File: config.mk
export PLATFORM = sky130hd
export DESIGN_NAME = i2c_init_sequencer
export DESIGN_NICKNAME = d
export VERILOG_FILES = /design/src/rtl/i2c_init_sequencer.sv
export SDC_FILE = /design/constraint.sdc
export NUM_CORES = 1
export LEC_CHECK = 0
export CORE_ASPECT_RATIO = 1.75
export CORE_MARGIN = 5
export CORE_UTILIZATION = 52
export DETAILED_ROUTE_END_ITERATION = 7
export MAX_ROUTING_LAYER = met4
export PLACE_DENSITY = 0.79
export SYNTH_ARGS = -nofsm -noshare
export SYNTH_HDL_FRONTEND = slang
export SYNTH_SLANG_ARGS = --single-unit
File: constraint.sdc
create_clock -name CLK -period 2.66 [get_ports CLK]
set_input_delay 0.665 -clock CLK [delete_from_list [all_inputs] [get_ports CLK]]
set_output_delay 0.665 -clock CLK [all_outputs]
set_load 0.02 [all_outputs]
File: src/rtl/i2c_init_sequencer.sv
// I2C init sequencer: walks a command table and issues one I2C write per entry.
// Define I2C_INIT_RETRY_EN to retry NACKed entries up to RETRY_MAX extra times.
module i2c_init_sequencer #(
   parameter logic [6:0]  I2C_DEV_ADDR = 7'h39,
   parameter logic [7:0]  NUM_CMDS     = 8'd32,
   parameter logic [15:0] START_DELAY  = 16'd1000,
   parameter int unsigned RETRY_MAX    = 3,
   parameter logic [7:0]  END_TIMEOUT  = 8'd64
) (
   input  logic        CLK,
   input  logic        RESET_N,
   input  logic        GO,
   output logic [7:0]  TBL_ADDR,
   input  logic [15:0] TBL_DATA,
   output logic        I2C_START,
   output logic        I2C_READ,
   output logic [6:0]  I2C_ADDR,
   output logic [7:0]  I2C_SUBADDR,
   output logic [7:0]  I2C_WDATA,
   input  logic        I2C_END,
   input  logic        I2C_ACK,
   output logic        BUSY,
   output logic        DONE,
   output logic        ERROR,
   output logic [7:0]  ERR_INDEX
);

   typedef enum logic [3:0] {
      S_IDLE, S_DELAY, S_FETCH, S_LATCH, S_ISSUE,
      S_WAIT_END, S_CHECK, S_NEXT, S_DONE, S_FAIL
   } state_t;

   state_t      state_q, state_d;
   logic [7:0]  index_q, index_d;
   logic [15:0] dly_q, dly_d;
   logic [7:0]  to_q, to_d;
   logic [7:0]  sub_q, sub_d;
   logic [7:0]  wdat_q, wdat_d;
   logic [7:0]  err_q, err_d;
   logic        start_q, start_d;
   logic        go_q;
   logic        go_rise;
`ifdef I2C_INIT_RETRY_EN
   logic [7:0]  retry_q, retry_d;
`endif

   assign go_rise = GO & ~go_q;

   always_ff @(posedge CLK or negedge RESET_N) begin
      if (!RESET_N) begin
         state_q <= S_IDLE;
         index_q <= '0;
         dly_q   <= '0;
         to_q    <= '0;
         sub_q   <= '0;
         wdat_q  <= '0;
         err_q   <= '0;
         start_q <= 1'b0;
         go_q    <= 1'b0;
`ifdef I2C_INIT_RETRY_EN
         retry_q <= '0;
`endif
      end else begin
         state_q <= state_d;
         index_q <= index_d;
         dly_q   <= dly_d;
         to_q    <= to_d;
         sub_q   <= sub_d;
         wdat_q  <= wdat_d;
         err_q   <= err_d;
         start_q <= start_d;
         go_q    <= GO;
`ifdef I2C_INIT_RETRY_EN
         retry_q <= retry_d;
`endif
      end
   end

   always_comb begin
      state_d = state_q;
      index_d = index_q;
      dly_d   = dly_q;
      to_d    = to_q;
      sub_d   = sub_q;
      wdat_d  = wdat_q;
      err_d   = err_q;
      start_d = start_q;
`ifdef I2C_INIT_RETRY_EN
      retry_d = retry_q;
`endif
      case (state_q)
         S_IDLE: begin
            dly_d   = '0;
            state_d = S_DELAY;
         end
         S_DELAY: begin
            if (({1'b0, dly_q} + 17'd1) >= {1'b0, START_DELAY}) begin
               index_d = '0;
               state_d = S_FETCH;
            end else begin
               dly_d = dly_q + 16'd1;
            end
         end
         S_FETCH: state_d = S_LATCH;
         S_LATCH: begin
            sub_d   = TBL_DATA[15:8];
            wdat_d  = TBL_DATA[7:0];
            to_d    = '0;
            state_d = S_ISSUE;
         end
         // START only rises against an idle master; the timeout counts cycles
         // with START high while the master still reports idle.
         S_ISSUE: begin
            if (!start_q) begin
               if (I2C_END) start_d = 1'b1;
            end else if (!I2C_END) begin
               start_d = 1'b0;
               state_d = S_WAIT_END;
            end else if (to_q == (END_TIMEOUT - 8'd1)) begin
               start_d = 1'b0;
               err_d   = index_q;
               state_d = S_FAIL;
            end else begin
               to_d = to_q + 8'd1;
            end
         end
         S_WAIT_END: begin
            if (I2C_END) state_d = S_CHECK;
         end
         S_CHECK: begin
            if (I2C_ACK) begin
               state_d = S_NEXT;
            end
`ifdef I2C_INIT_RETRY_EN
            else if (32'(retry_q) < RETRY_MAX) begin
               retry_d = retry_q + 8'd1;
               to_d    = '0;
               state_d = S_ISSUE;
            end
`endif
            else begin
               err_d   = index_q;
               state_d = S_FAIL;
            end
         end
         S_NEXT: begin
`ifdef I2C_INIT_RETRY_EN
            retry_d = '0;
`endif
            if (index_q == (NUM_CMDS - 8'd1)) begin
               state_d = S_DONE;
            end else begin
               index_d = index_q + 8'd1;
               state_d = S_FETCH;
            end
         end
         S_DONE, S_FAIL: begin
            if (go_rise) begin
               index_d = '0;
               err_d   = '0;
`ifdef I2C_INIT_RETRY_EN
               retry_d = '0;
`endif
               state_d = S_FETCH;
            end
         end
         default: state_d = S_IDLE;
      endcase
   end

   assign TBL_ADDR    = index_q;
   assign I2C_START   = start_q;
   assign I2C_READ    = 1'b0;
   assign I2C_ADDR    = I2C_DEV_ADDR;
   assign I2C_SUBADDR = sub_q;
   assign I2C_WDATA   = wdat_q;
   assign ERR_INDEX   = err_q;
   assign BUSY        = (state_q != S_IDLE) && (state_q != S_DONE) && (state_q != S_FAIL);
   assign DONE        = (state_q == S_DONE);
   assign ERROR       = (state_q == S_FAIL);

endmodule

Word level (Yosys, flattened, before mapping)
Index checks and enable logic that the tools add are counted.
{ "op_classes": {"order_cmp": 1, "reduce_logical": 14, "n_addsub": 4, "bitwise_logic": 2, "mux": 28, "eq_ne": 24} }
{ "op_table": {"columns": ["operator", "n"], "rows": [
  ["$mux 8", 10],
  ["$pmux 8 s3", 2],
  ["$pmux 4 s9", 1],
  ["$mux 4", 8],
  ["$pmux 16 s2", 1],
  ["$ne 2x2->1 const B", 10],
  ["$add 16x1->17 const B", 1],
  ["$ge 17x10->1 const B", 1],
  ["$add 16x1->16 const B", 1],
  ["$add 8x1->8 const B", 2],
  ["$eq 4x3->1 const B", 4],
  ["$mux 16", 1],
  ["$pmux 8 s2", 1],
  ["$eq 4x2->1 const B", 2],
  ["$eq 4x4->1 const B", 2],
  ["$eq 8x5->1 const B", 1],
  ["$eq 8x6->1 const B", 1],
  ["$ne 4x4->1 const B", 2],
  ["$reduce_and 4->1", 2],
  ["$reduce_and 6->1", 1],
  ["$reduce_bool 3->1", 2],
  ["$reduce_and 5->1", 1],
  ["$eq 4x1->1 const B", 1],
  ["$logic_not 4->1", 1],
  ["other kinds (9)", 14]
]} }
{ "totals": {"input_bits": 21, "ff_bits": 62, "output_inout_bits": 44} }

Depth between registers and ports, before layout
{ "logic_depth": {"ltp_word": 5, "mapped_depth": 8, "depth_no_buf": 7} }

Worst setup path before layout
OpenSTA, ideal clock, no wires.
{ "synth_path": {"path_kind": "register to register", "from": "reg dly_q[0]", "to": "reg index_q[0], in the netlist TBL_ADDR[0]", "setup_slack_ns": 0.296, "arrival_ns": 2.237, "path_stages_with_launch": 8, "setup_ns": 0.128, "t_required_ns": 2.532, "period_less_slack_ns": 2.364, "path_buffers": 0, "cell_sequence": "dfrtp_1 > ha_1 > nand4_1 > or3_1 > a221oi_2 > o31ai_4 > a21boi_4 > mux2_1"} }
{ "synth_via": {"elab_chain_cells": 4} }
{ "synth_rtl": {"columns": ["element", "line_no", "rtl"], "rows": [
  ["from (decl)", "35", "logic [15:0] dly_q, dly_d;"],
  ["from (signal assigned)", "66", "dly_q <= dly_d;"],
  ["$add 16x1->17", "97", "if (({1'b0, dly_q} + 17'd1) >= {1'b0, START_DELAY}) begin"],
  ["$ge 17x10->1", "97", null],
  ["$ne 2x2->1 (no source line)", null, null],
  ["$reduce_and 4->1 (no source line)", null, null],
  ["to (signal assigned)", "65", "index_q <= index_d;"],
  ["to (decl)", "34", "logic [7:0] index_q, index_d;"]
]} }
Every way passes these cells.
A chain may end at the register's enable or synchronous reset.

Final worst setup path
{ "layout_path": {"from": "reg state_q[1]", "to": "out DONE"} }
{ "layout_via": {"elab_chain_cells": 1} }
{ "layout_rtl": {"columns": ["element", "line_no", "rtl"], "rows": [
  ["from (decl)", "33", "state_t state_q, state_d;"],
  ["from (signal assigned)", "64", "state_q <= state_d;"],
  ["$eq 4x4->1", "179", "assign DONE = (state_q == S_DONE);"],
  ["to (decl)", "23", "output logic DONE,"]
]} }
Every way passes these cells.

==> impl_metrics.prom <==
# TYPE chip_impl_metric gauge
chip_impl_info{name="outcome",value="finished, final reports clean"} 1
chip_impl_info{name="grt_setup_unrepaired",value="no"} 1
chip_impl_metric{name="firstDrtPassIters",unit=""} 5
chip_impl_metric{name="share_of_yosys_cell_area_claimed_by_the_top_area_cell_type",unit="%"} 46.0
chip_impl_metric{name="power_density_over_the_cells",unit="nW/µm²"} 512
chip_impl_info{name="critPathCaptureType",value="primary output"} 1
chip_impl_metric{name="hold_violation_count_in_the_final_report",unit=""} 0
chip_impl_metric{name="grt_usage",unit="%"} 22.6
chip_impl_metric{name="timing.reg2reg.setup_slack",unit="ns"} 0.13
chip_impl_metric{name="synth.yosys.warnings",unit=""} 0
chip_impl_metric{name="ys_ff_latch",unit=""} 62
chip_impl_metric{name="finalWorstSetupSlack",unit="ns"} 0.107
chip_impl_metric{name="detail_route_antenna_nets",unit=""} 0
chip_impl_metric{name="skew",unit="ns"} 0.00970
chip_impl_metric{name="tritoncts.num_buffers",unit=""} 9
chip_impl_info{name="path_class_of_the_lowest_slack_min_delay_path",value="input port to async pin"} 1
chip_impl_metric{name="die-height",unit="µm"} 117
chip_impl_metric{name="design_power_total",unit="W"} 0.00227
chip_impl_metric{name="postSynth.asyncResetShare",unit="%"} 100
chip_impl_metric{name="synth.distinct_cells",unit=""} 63
chip_impl_metric{name="cellInternalPower",unit="W"} 0.00184
chip_impl_metric{name="placed_area",unit="µm²"} 4100
chip_impl_metric{name="crit_fanout",unit=""} 4
chip_impl_info{name="worstSetupPathType",value="register to primary output"} 1
chip_impl_metric{name="fp.dieW",unit="µm"} 70.9
chip_impl_info{name="synth-main-ff-cell",value="dfrtp_1"} 1
chip_impl_metric{name="cts_max_level",unit=""} 3
chip_impl_info{name="yosys.area.top_type",value="dfrtp_1"} 1
chip_impl_metric{name="synthCells",unit=""} 341
chip_impl_metric{name="layout.nets",unit=""} 432
chip_impl_metric{name="clk_latency",unit="ns"} 0.33
chip_impl_metric{name="final_core_util",unit="%"} 68.7
chip_impl_metric{name="synth-edff-count",unit=""} 0
chip_impl_metric{name="power.net_switching",unit="W"} 0.000430
chip_impl_metric{name="cap_violations",unit=""} 0
chip_impl_info{name="critical_path.cell_chain",value="nor2_2 -> nand2_1 -> nor2_1 -> clkdlybuf4s50_1"} 1
chip_impl_metric{name="gp_congestion",unit=""} 0.910
chip_impl_metric{name="finalInstanceArea",unit="µm²"} 4430
chip_impl_metric{name="postRouteWirelength",unit="mm"} 8.56
chip_impl_metric{name="place.detailed.hpwl",unit="mm"} 5.98
chip_impl_metric{name="std_cell_rows",unit=""} 39
chip_impl_metric{name="floorplan.core_area",unit="µm²"} 6440
chip_impl_metric{name="worst_path_largest_cell_delay",unit="ns"} 0.63
chip_impl_metric{name="post_route_cells_drive_above_1_share",unit="%"} 16.0
chip_impl_metric{name="final.min_clock_period",unit="ns"} 2.55
chip_impl_metric{name="drt-wirelength-per-cell",unit="µm"} 17.3
chip_impl_metric{name="power_frac_seq",unit="%"} 41.7
chip_impl_metric{name="slew-limit-headroom",unit="%"} 63.4
chip_impl_metric{name="cts.repair.resized",unit=""} 0
chip_impl_info{name="tritoncts",value="yes"} 1
chip_impl_info{name="clock_tree.root_cell",value="clkbuf_16"} 1
chip_impl_info{name="critical_path.slowest_cell",value="clkdlybuf4s50_1"} 1
chip_impl_metric{name="place.port_buffers",unit=""} 56
chip_impl_info{name="rr_startpoint",value="dly_q[3]$_DFFE_PN0P_"} 1
chip_impl_metric{name="p_leak",unit="nW"} 2.15
chip_impl_metric{name="drt_first_iter_violations",unit=""} 151
chip_impl_metric{name="critical_path_required",unit="ns"} 2.00
chip_impl_metric{name="fmax_achieved",unit="GHz"} 0.392
chip_impl_metric{name="pin_count_of_the_biggest_net_entering_global_routing",unit=""} 41
chip_impl_metric{name="grt_first_pass_wirelength",unit="mm"} 14.2
chip_impl_metric{name="areaGrowthSynthToFinish",unit="%"} 31.2
chip_impl_metric{name="clock-sinks",unit=""} 62
chip_impl_info{name="crit_family",value="buffers and inverters"} 1
chip_impl_metric{name="synth.avg_cell_area",unit="µm²"} 9.90
chip_impl_info{name="dominant_cells_by_area_after_synthesis",value="dfrtp_1 46%, mux2_2 6.0%, nor2_1 3.1%"} 1
chip_impl_metric{name="detailedPlace.worstSlack",unit="ns"} 0.140
chip_impl_metric{name="post_cts_hold_buffer_count",unit=""} 0
chip_impl_metric{name="grt_pass1_vias",unit=""} 3039
chip_impl_metric{name="post-route-period-util",unit="%"} 96.0
chip_impl_metric{name="setup_viol_count_final",unit=""} 0
chip_impl_metric{name="syn_area",unit="µm²"} 3370
chip_impl_metric{name="num_io_pins",unit=""} 65
chip_impl_metric{name="grt_remaining_overflow",unit=""} 0
chip_impl_metric{name="clock_transition_at_path_regs",unit="ns"} 0.05
chip_impl_metric{name="die_area",unit="µm²"} 8260
chip_impl_info{name="crit-reg2reg-capture",value="TBL_ADDR[0]$_DFFE_PN0P_"} 1
chip_impl_metric{name="swShare",unit="%"} 18.9
chip_impl_metric{name="vdd_ir_drop_max",unit="mV"} 0.419
chip_impl_metric{name="drc",unit=""} 0
chip_impl_metric{name="critical_path.n_buffers_inverters",unit=""} 1
chip_impl_metric{name="timing_max_transition_violations_final",unit=""} 0
chip_impl_metric{name="grt_antenna_before_repair",unit=""} 0
chip_impl_metric{name="antenna_cells_inserted",unit=""} 0
chip_impl_info{name="start_kind",value="register"} 1
chip_impl_metric{name="worstMarginPinSlew",unit="ns"} 0.548
chip_impl_metric{name="max_clock_buf_depth",unit=""} 2
chip_impl_metric{name="cts_post_setup_buffers_inserted",unit=""} 0
chip_impl_info{name="setup.worst_path.start",value="state_q[1]$_DFFE_PN0P_"} 1
chip_impl_metric{name="seq_area_frac_synth",unit="%"} 46.0
chip_impl_metric{name="p_comb_share",unit="%"} 2.8
chip_impl_metric{name="floorplan.initialDensity",unit="%"} 52.4
chip_impl_metric{name="relative_contribution_of_the_clock_network_to_total_power",unit="%"} 55.5
chip_impl_metric{name="via_count",unit=""} 2913
chip_impl_metric{name="totalNegativeSetupSlack",unit="ns"} 0
chip_impl_metric{name="vias_per_cell",unit=""} 5.90
chip_impl_metric{name="crit_arrival",unit="ns"} 1.89
chip_impl_metric{name="rr_worst_depth",unit=""} 7
## synthesized netlist by cell type (3+ instances only)
cell type and n:
a31oi_1 16, mux2_2 18, nand2b_1 7, dfrtp_1 62, clkbuf_1 10, o21ai_0 9
buf_2 3, nor2_1 28, o22ai_1 3, nand2_1 25, and3_1 13, a41oi_1 3
buf_4 8, xor2_1 6, ha_1 3, nor3_1 6, nand4_1 8, o211ai_1 5
mux2i_1 9, or3_1 5, inv_1 20, a31o_2 3, nand3b_1 4, nor2b_1 3
nand3_1 10, a21oi_1 9
## final cells by class
cell class	count	area, µm²
sequential	62	1550
timing repair buffer	74	728
tap	82	103
inverter	20	75.1
clock inverter	3	67.6
fill	494	2010
clock buffer	12	256
multi-input combinational	241	1650
## cells in the final DEF, fill, tap and decap left out, drive strengths merged, types with 6 or more instances in the layout
cell type,instances
nand2b,7
inv,20
clkbuf,12
nor2,28
o21ai,9
nor3,6
nand2,25
nand3,10
a31oi,16
o211ai,6
and3,13
nand4,9
dfrtp,62
clkdlybuf4s50,55
buf,19
a21oi,9
xor2,6
conb,8
mux2i,9
mux2,19
## through the flow
| step | cells | hold slack, ns |
|---|---|---|
| final | 494 | 0.325 |
| after global routing | 494 | 0.370 |
| after CTS | 494 | 0.342 |
| after detailed placement | 479 | 0.498 |
| after global placement | 479 | 0.489 |
| after floorplan | 347 | 0.369 |
## flip-flops by register name, summed over array words and instances, names as in the netlist
signal and cells:
dly_q 16, ERR_INDEX 8, I2C_SUBADDR 8, I2C_WDATA 8, TBL_ADDR 8, to_q 8
state_q 4, I2C_START 1, go_q 1
## routing by layer
metal  global-route usage (%)  vias up  wire length (µm)
met5                        -        -                 0
met4                     13.4        0               302
met3                     4.22       32               398
met2                     39.1      104              4690
met1                     23.8     1409              3160
li1                         -     1368                 -
## power by group through the flow
stage	Sequential [W]	Combinational [W]	Clock, W
final	0.000945	0.0000645	0.00126
after CTS	0.000945	0.0000660	0.00128
after global routing	0.000944	0.0000715	0.00132
after floorplan	0.000961	0.0000216	0
after global placement	0.000961	0.0000642	0
after detailed placement	0.000961	0.0000654	0
## worst max path at each step
| stage | endpoint | slack [ns] | cells after the start |
|---|---|---|---|
| floorplan | TBL_ADDR[0]$_DFFE_PN0P_ | 0.30 | 7 |
| global placement | TBL_ADDR[0]$_DFFE_PN0P_ | 0.23 | 8 |
| detailed placement | to_q[4]$_DFFE_PN0P_ | 0.14 | 6 |
| CTS | DONE | 0.03 | 4 |
| global route | DONE | 0.01 | 4 |
| finish | DONE | 0.11 | 4 |
## cells by family after synthesis
group	count (synthesis)	synth area share, %
simple gates	122	19.1
compound gates	73	16.6
flops	62	46.0
buf+inv	44	6.15
mux	28	9.01
xor+xnor	7	1.82
fa+ha+maj	3	1.11
other cells	2	0.223
No activity file was read; power rests on OpenSTA's default activity.
